`config.mk`:
```
export PLATFORM = sky130hd
export DESIGN_NAME = bcd_display_scanner
export DESIGN_NICKNAME = d
export VERILOG_FILES = /design/src/rtl/bcd_display_scanner_pkg.sv /design/src/rtl/bcd_display_scanner_seg7_decode.sv /design/src/rtl/bcd_display_scanner.sv
export SDC_FILE = /design/constraint.sdc
export NUM_CORES = 1
export LEC_CHECK = 0
export ABC_CLOCK_PERIOD_IN_PS = 3400
export CELL_PAD_IN_SITES_DETAIL_PLACEMENT = 1
export CELL_PAD_IN_SITES_GLOBAL_PLACEMENT = 1
export CORE_MARGIN = 2
export CORE_UTILIZATION = 39
export CTS_CLUSTER_DIAMETER = 100
export CTS_CLUSTER_SIZE = 25
export DETAILED_ROUTE_END_ITERATION = 16
export GPL_ROUTABILITY_DRIVEN = 0
export PLACE_DENSITY_LB_ADDON = 0.25
export SETUP_SLACK_MARGIN = 0.5
export SKIP_LAST_GASP = 1
export SLEW_MARGIN = 20
export SYNTH_ARGS = -nofsm -noshare
export SYNTH_HDL_FRONTEND = slang
export SYNTH_SLANG_ARGS = --single-unit
```
`constraint.sdc`:
```
create_clock -name clock -period 3.4 [get_ports clock]
set_input_delay 0.85 -clock clock [delete_from_list [all_inputs] [get_ports clock]]
set_output_delay 0.85 -clock clock [all_outputs]
set_load 0.1 [all_outputs]
```
`src/rtl/bcd_display_scanner_pkg.sv`:
```
// Shared constants for the multiplexed BCD seven-segment scanner.
// Segment codes are active-high, bit0=a .. bit6=g.
package bcd_display_scanner_pkg;

  localparam int unsigned BCD_W = 4;

  localparam logic [6:0] SEG_0     = 7'h3F;
  localparam logic [6:0] SEG_1     = 7'h06;
  localparam logic [6:0] SEG_2     = 7'h5B;
  localparam logic [6:0] SEG_3     = 7'h4F;
  localparam logic [6:0] SEG_4     = 7'h66;
  localparam logic [6:0] SEG_5     = 7'h6D;
  localparam logic [6:0] SEG_6     = 7'h7D;
  localparam logic [6:0] SEG_7     = 7'h07;
  localparam logic [6:0] SEG_8     = 7'h7F;
  localparam logic [6:0] SEG_9     = 7'h6F;
  localparam logic [6:0] SEG_DASH  = 7'h40;
  localparam logic [6:0] SEG_BLANK = 7'h00;

endpackage

```
`src/rtl/bcd_display_scanner_seg7_decode.sv`:
```
// BCD to seven-segment decoder; non-decimal codes 10..15 show a dash.
module seg7_decode
  import bcd_display_scanner_pkg::*;
(
  input  logic [BCD_W-1:0] bcd_i,
  output logic [6:0]       seg_o
);

  always_comb begin
    seg_o = SEG_DASH;
    case (bcd_i)
      4'd0: seg_o = SEG_0;
      4'd1: seg_o = SEG_1;
      4'd2: seg_o = SEG_2;
      4'd3: seg_o = SEG_3;
      4'd4: seg_o = SEG_4;
      4'd5: seg_o = SEG_5;
      4'd6: seg_o = SEG_6;
      4'd7: seg_o = SEG_7;
      4'd8: seg_o = SEG_8;
      4'd9: seg_o = SEG_9;
      default: seg_o = SEG_DASH;
    endcase
  end

endmodule

```
`src/rtl/bcd_display_scanner.sv`:
```
// Time-multiplexed seven-segment scanner with per-frame digit snapshot
// and leading-zero blanking.
module bcd_display_scanner
  import bcd_display_scanner_pkg::*;
#(
  parameter int unsigned DIGITS      = 4,
  parameter int unsigned REFRESH_DIV = 1000
) (
  input  logic                      clock,
  input  logic                      reset,
  input  logic [BCD_W*DIGITS-1:0]   io_digits,
  input  logic [DIGITS-1:0]         io_dp,
  output logic [6:0]                io_seg,
  output logic                      io_dp_out,
  output logic [DIGITS-1:0]         io_an,
  output logic                      io_frame
);

  localparam int unsigned TW = (REFRESH_DIV > 1) ? $clog2(REFRESH_DIV) : 1;
  localparam int unsigned IW = $clog2(DIGITS);
  localparam logic [TW-1:0] TICK_MAX = TW'(REFRESH_DIV - 1);
  localparam logic [IW-1:0] IDX_MAX  = IW'(DIGITS - 1);

  logic [TW-1:0]           tick_cnt_q, tick_cnt_d;
  logic [IW-1:0]           idx_q, idx_d;
  logic [BCD_W*DIGITS-1:0] snap_digits_q, snap_digits_d;
  logic [DIGITS-1:0]       snap_dp_q, snap_dp_d;

  logic                    tick, frame_end;
  logic [DIGITS-1:0]       zero_from;
  logic [BCD_W-1:0]        cur_digit;
  logic                    cur_dp, cur_blank;
  logic [6:0]              dec_seg;

  assign tick      = (tick_cnt_q == TICK_MAX);
  assign frame_end = tick && (idx_q == IDX_MAX);

  always_comb begin
    tick_cnt_d    = tick ? '0 : tick_cnt_q + 1'b1;
    idx_d         = idx_q;
    snap_digits_d = snap_digits_q;
    snap_dp_d     = snap_dp_q;
    if (tick) begin
      idx_d = (idx_q == IDX_MAX) ? '0 : idx_q + 1'b1;
    end
    if (frame_end) begin
      snap_digits_d = io_digits;
      snap_dp_d     = io_dp;
    end
  end

  always_ff @(posedge clock) begin
    if (reset) begin
      tick_cnt_q    <= '0;
      idx_q         <= '0;
      snap_digits_q <= '0;
      snap_dp_q     <= '0;
    end else begin
      tick_cnt_q    <= tick_cnt_d;
      idx_q         <= idx_d;
      snap_digits_q <= snap_digits_d;
      snap_dp_q     <= snap_dp_d;
    end
  end

  // zero_from[k] is set when snapshot digits k..DIGITS-1 are all zero
  always_comb begin
    zero_from = '0;
    zero_from[DIGITS-1] = (snap_digits_q[BCD_W*DIGITS-1 -: BCD_W] == '0);
    for (int unsigned k = DIGITS - 1; k > 0; k--) begin
      zero_from[k-1] = zero_from[k] && (snap_digits_q[(k-1)*BCD_W +: BCD_W] == '0);
    end
  end

  always_comb begin
    io_an     = '0;
    cur_digit = '0;
    cur_dp    = 1'b0;
    cur_blank = 1'b0;
    for (int unsigned k = 0; k < DIGITS; k++) begin
      if (idx_q == IW'(k)) begin
        io_an[k]  = 1'b1;
        cur_digit = snap_digits_q[k*BCD_W +: BCD_W];
        cur_dp    = snap_dp_q[k];
        cur_blank = (k != 0) && zero_from[k];
      end
    end
  end

  seg7_decode u_decode (
    .bcd_i (cur_digit),
    .seg_o (dec_seg)
  );

  assign io_seg    = cur_blank ? SEG_BLANK : dec_seg;
  assign io_dp_out = cur_dp;
  assign io_frame  = frame_end;

endmodule

```
==> reports/metrics.cfg <==
[run_status]
status=completed

[worst_setup_path]
r2r_end=snap_digits_q[13]
worst-endpoint-required_ns=2.55
critical_path_arrival_ns=2.33
critical_path.startpoint_type=flop
regToRegSetupSlack_ns=1.19
rr_startpoint=tick_cnt_q[0]
reg2regPathDepth=5
path_max_fanout=8
end_kind=primary output
start_point_of_the_critical_path=idx_q[1]
timing.setup.critical_path_class=reg -> out
worst_setup_path_endpoint=io_seg[2]

[synth]
post_synth_fa_ha_maj_area_fraction_pct=6.60
synth_area_leader_cell=sky130_fd_sc_hd__dfxtp_1
synth.distinct_cells=47
post_synth_and_or_nand_nor_area_fraction_pct=28.4
synth_ff_type=sky130_fd_sc_hd__dfxtp_1
synth-edff-count=0
synth.top_cell.area_share_pct=33.8
seq_area_frac_synth_pct=33.8
post_synth_main_area_contributors=sky130_fd_sc_hd__dfxtp_1, sky130_fd_sc_hd__a21oi_2, sky130_fd_sc_hd__ha_1
syn_area_um2=1900
ys_seq_elements=32
syn-num-nets=248
synth_compound_gate_area_share_pct=19.2
xor_and_xnor_area_share_after_synthesis_pct=3.69
netlist_instances=216
postSynthAreaPerCell_um2=8.78
synth_top_family_by_area=simple AND/OR/NAND/NOR gates
synth.area.mux_share_pct=2.11
ys_async_sr_fraction_pct=0
yosys_warnings=0

[finish]
fin_cells=316
multi_input_area_um2=1460
seq_cell_area_um2=648
insertedDiodeCount=0
final_common_cell=sky130_fd_sc_hd__dfxtp_1
commonest_cells_after_routing_fill_and_taps_aside=sky130_fd_sc_hd__dfxtp_1, sky130_fd_sc_hd__nand2_1, sky130_fd_sc_hd__clkdlybuf4s50_1
layout-area-overhead-vs-synth_pct=50.9
fillers=510
num-nets-final=293
layout-drive-gt1-share_pct=48.1

[timing]
timing.max_slew.rel_slack_pct=36.0
period_minus_slack_ns=3.18
fin_skew_ns=0.00507
hold_violation_count_in_the_final_report=0
worst-slew-pin-transition_ns=0.958
final.setup.tns_ns=0
timing.fmax_ghz=0.315
layout_worst_path_cycle_share_pct=93.4
finalMaxSlewViolations=0
unrepaired_setup_endpoints_after_global_routing=true
setup-violations-final=0

[floorplan]
fp-row-count=25
initial_utilization_pct=40.4
die-height_um=73.7
i_o_pin_total=35
die-width_um=73.7
core_area_um2=4690
die_area_um2=5440

[grt]
number_of_global_route_vias_before_repair=1819
pin_count_of_the_biggest_net_entering_global_routing=26
grt_pass1_wl_um=9250
grt.total_usage_pct=22.7
initial_antenna_violation_count=0
gr-total-overflow=0

[clocking]
clock_tree.root_cell=sky130_fd_sc_hd__clkbuf_8
cts_htree_levels=2
cts_tree=yes
numClockSinks=32
cts.clk_slew.worst_paths_ns=0.07
numCtsBuffers=5
cts.hold.buffers_added=0
clk_path_buf_depth=2
worst_skew_pair.late_latency_ns=0.29

[routing]
drc_errors=0
drt-pass1-iter-count=4
drt-total-wl_um=5580
antenna_violating_nets_post_route=0
via_count=1701
first_iter_violations=49
routed_via_density=5.38
detail_route.wl_per_cell_um=17.7

[power]
worst_ir_drop_vdd_v=0.000225
power_per_cell_area_nw_per_um2=274
leakagePower_nw=1.00
power.sequential.fraction_pct=48.3
power_switching_share_pct=21.0
switching_power_mw=0.165
combinationalPowerShare_pct=5.4
power.clock.fraction_pct=46.3
p_int_mw=0.619

[placed_design]
dp.final_hpwl_um=3620
port_buffer_cells=34
place_inst=293

[min_path]
hold_path.class=reg -> reg

[flow_run]
max-cap-violations=0

registers in the layout (all words and copies together), names as in the netlist:
register	count
snap_dp_q	4
snap_digits_q	16
idx_q	2
tick_cnt_q	10
logic make-up (layout without fill, tap and decap cells):
| kind of cell | after synthesis | in the layout |
|---|---|---|
| multiplexers | 4 | 4 |
| buffers and inverters | 22 | 68 |
| adder cells (fa/ha/maj) | 10 | 10 |
| AO/OA/AOI/OAI | 46 | 46 |
| flip-flops | 32 | 32 |
| XOR/XNOR | 8 | 8 |
| AND/OR/NAND/NOR | 94 | 94 |
stage by stage:
stage          power [mW]  utilization (%)  setup WS, ns  instance area [um2]  hold WS (ns)
4_1_cts             0.794             59.5         0.284                 2790         0.462
6_report            0.784             61.0         0.225                 2860         0.456
3_5_place_dp        0.430             54.1         0.478                 2540         0.451
3_3_place_gp        0.430             54.1         0.527                 2540         0.433
2_1_floorplan       0.400                -         0.180                 2160         0.418
5_1_grt             0.811             61.0         0.158                 2860         0.490
layer usage:
metal  GRT usage, %  part of all wire [%]  routed length [um]
met1           24.9                    41                2270
met2           42.0                    55                3050
met3           4.53                   2.2                 123
met4           9.70                   2.4                 135
met5              0                     0                   0
Yosys cell counts (3+ instances only):
cell type	n
sky130_fd_sc_hd__o21ai_1	3
sky130_fd_sc_hd__a211o_1	3
sky130_fd_sc_hd__clkbuf_1	3
sky130_fd_sc_hd__ha_1	10
sky130_fd_sc_hd__nor2_1	13
sky130_fd_sc_hd__nand3b_1	5
sky130_fd_sc_hd__inv_1	8
sky130_fd_sc_hd__dfxtp_1	32
sky130_fd_sc_hd__a21oi_1	5
sky130_fd_sc_hd__mux2i_1	4
sky130_fd_sc_hd__a211oi_1	3
sky130_fd_sc_hd__a21oi_2	20
sky130_fd_sc_hd__buf_6	4
sky130_fd_sc_hd__xor2_1	3
sky130_fd_sc_hd__buf_2	4
sky130_fd_sc_hd__xnor2_1	5
sky130_fd_sc_hd__o21ai_0	3
sky130_fd_sc_hd__nand2_2	20
sky130_fd_sc_hd__nor4_1	4
sky130_fd_sc_hd__nand2_1	27
sky130_fd_sc_hd__nand3_1	3
sky130_fd_sc_hd__o22ai_1	4
cell type report:
| cell class | count | share of cell area, % |
|---|---|---|
| Inverter | 9 | 1.62 |
| Sequential cell | 32 | 22.6 |
| Clock buffer | 6 | 2.54 |
| Timing Repair Buffer | 51 | 18.7 |
| Tap cell | 54 | 2.36 |
| Multi-Input combinational cell | 162 | 50.9 |
| Clock inverter | 2 | 1.22 |
timing repair:
action | CTS | global route
gates resized for setup | 19 | 6
gates cloned | 0 | 0
pin swaps | 7 | 2
setup buffers | 9 | 6
endpoints found under the setup margin | 7 | 7
hold endpoints to repair | 0 | 0
critical path, stage by stage (launching register included):
cell and delay [ns]:
sky130_fd_sc_hd__dfxtp_4 0.40, sky130_fd_sc_hd__inv_4 0.06, sky130_fd_sc_hd__ha_4 0.19, sky130_fd_sc_hd__buf_6 0.13
sky130_fd_sc_hd__nand3b_1 0.18, sky130_fd_sc_hd__a211o_4 0.43, sky130_fd_sc_hd__nand3b_1 0.25, sky130_fd_sc_hd__a21oi_4 0.20
sky130_fd_sc_hd__buf_12 0.19
worst min-delay path by stage:
stage                           from          endpoint  slack (ns)  cells past startpoint
finish                 tick_cnt_q[0]     tick_cnt_q[0]        0.46                      1
global placement       tick_cnt_q[0]     tick_cnt_q[0]        0.43                      1
floorplan              tick_cnt_q[0]     tick_cnt_q[0]        0.42                      1
global route        snap_digits_q[1]  snap_digits_q[1]        0.49                      2
CTS                    tick_cnt_q[0]     tick_cnt_q[0]        0.46                      1
detailed placement     tick_cnt_q[0]     tick_cnt_q[0]        0.45                      1
power by group through the flow:
stage               clock network (mW)  logic, mW  registers, mW
floorplan                            0     0.0136          0.387
global placement                     0     0.0423          0.387
detailed placement                   0     0.0429          0.387
CTS                              0.372     0.0431          0.379
global route                     0.385     0.0461          0.379
finish                           0.363     0.0425          0.379
Power figures use the tool's default switching activity.
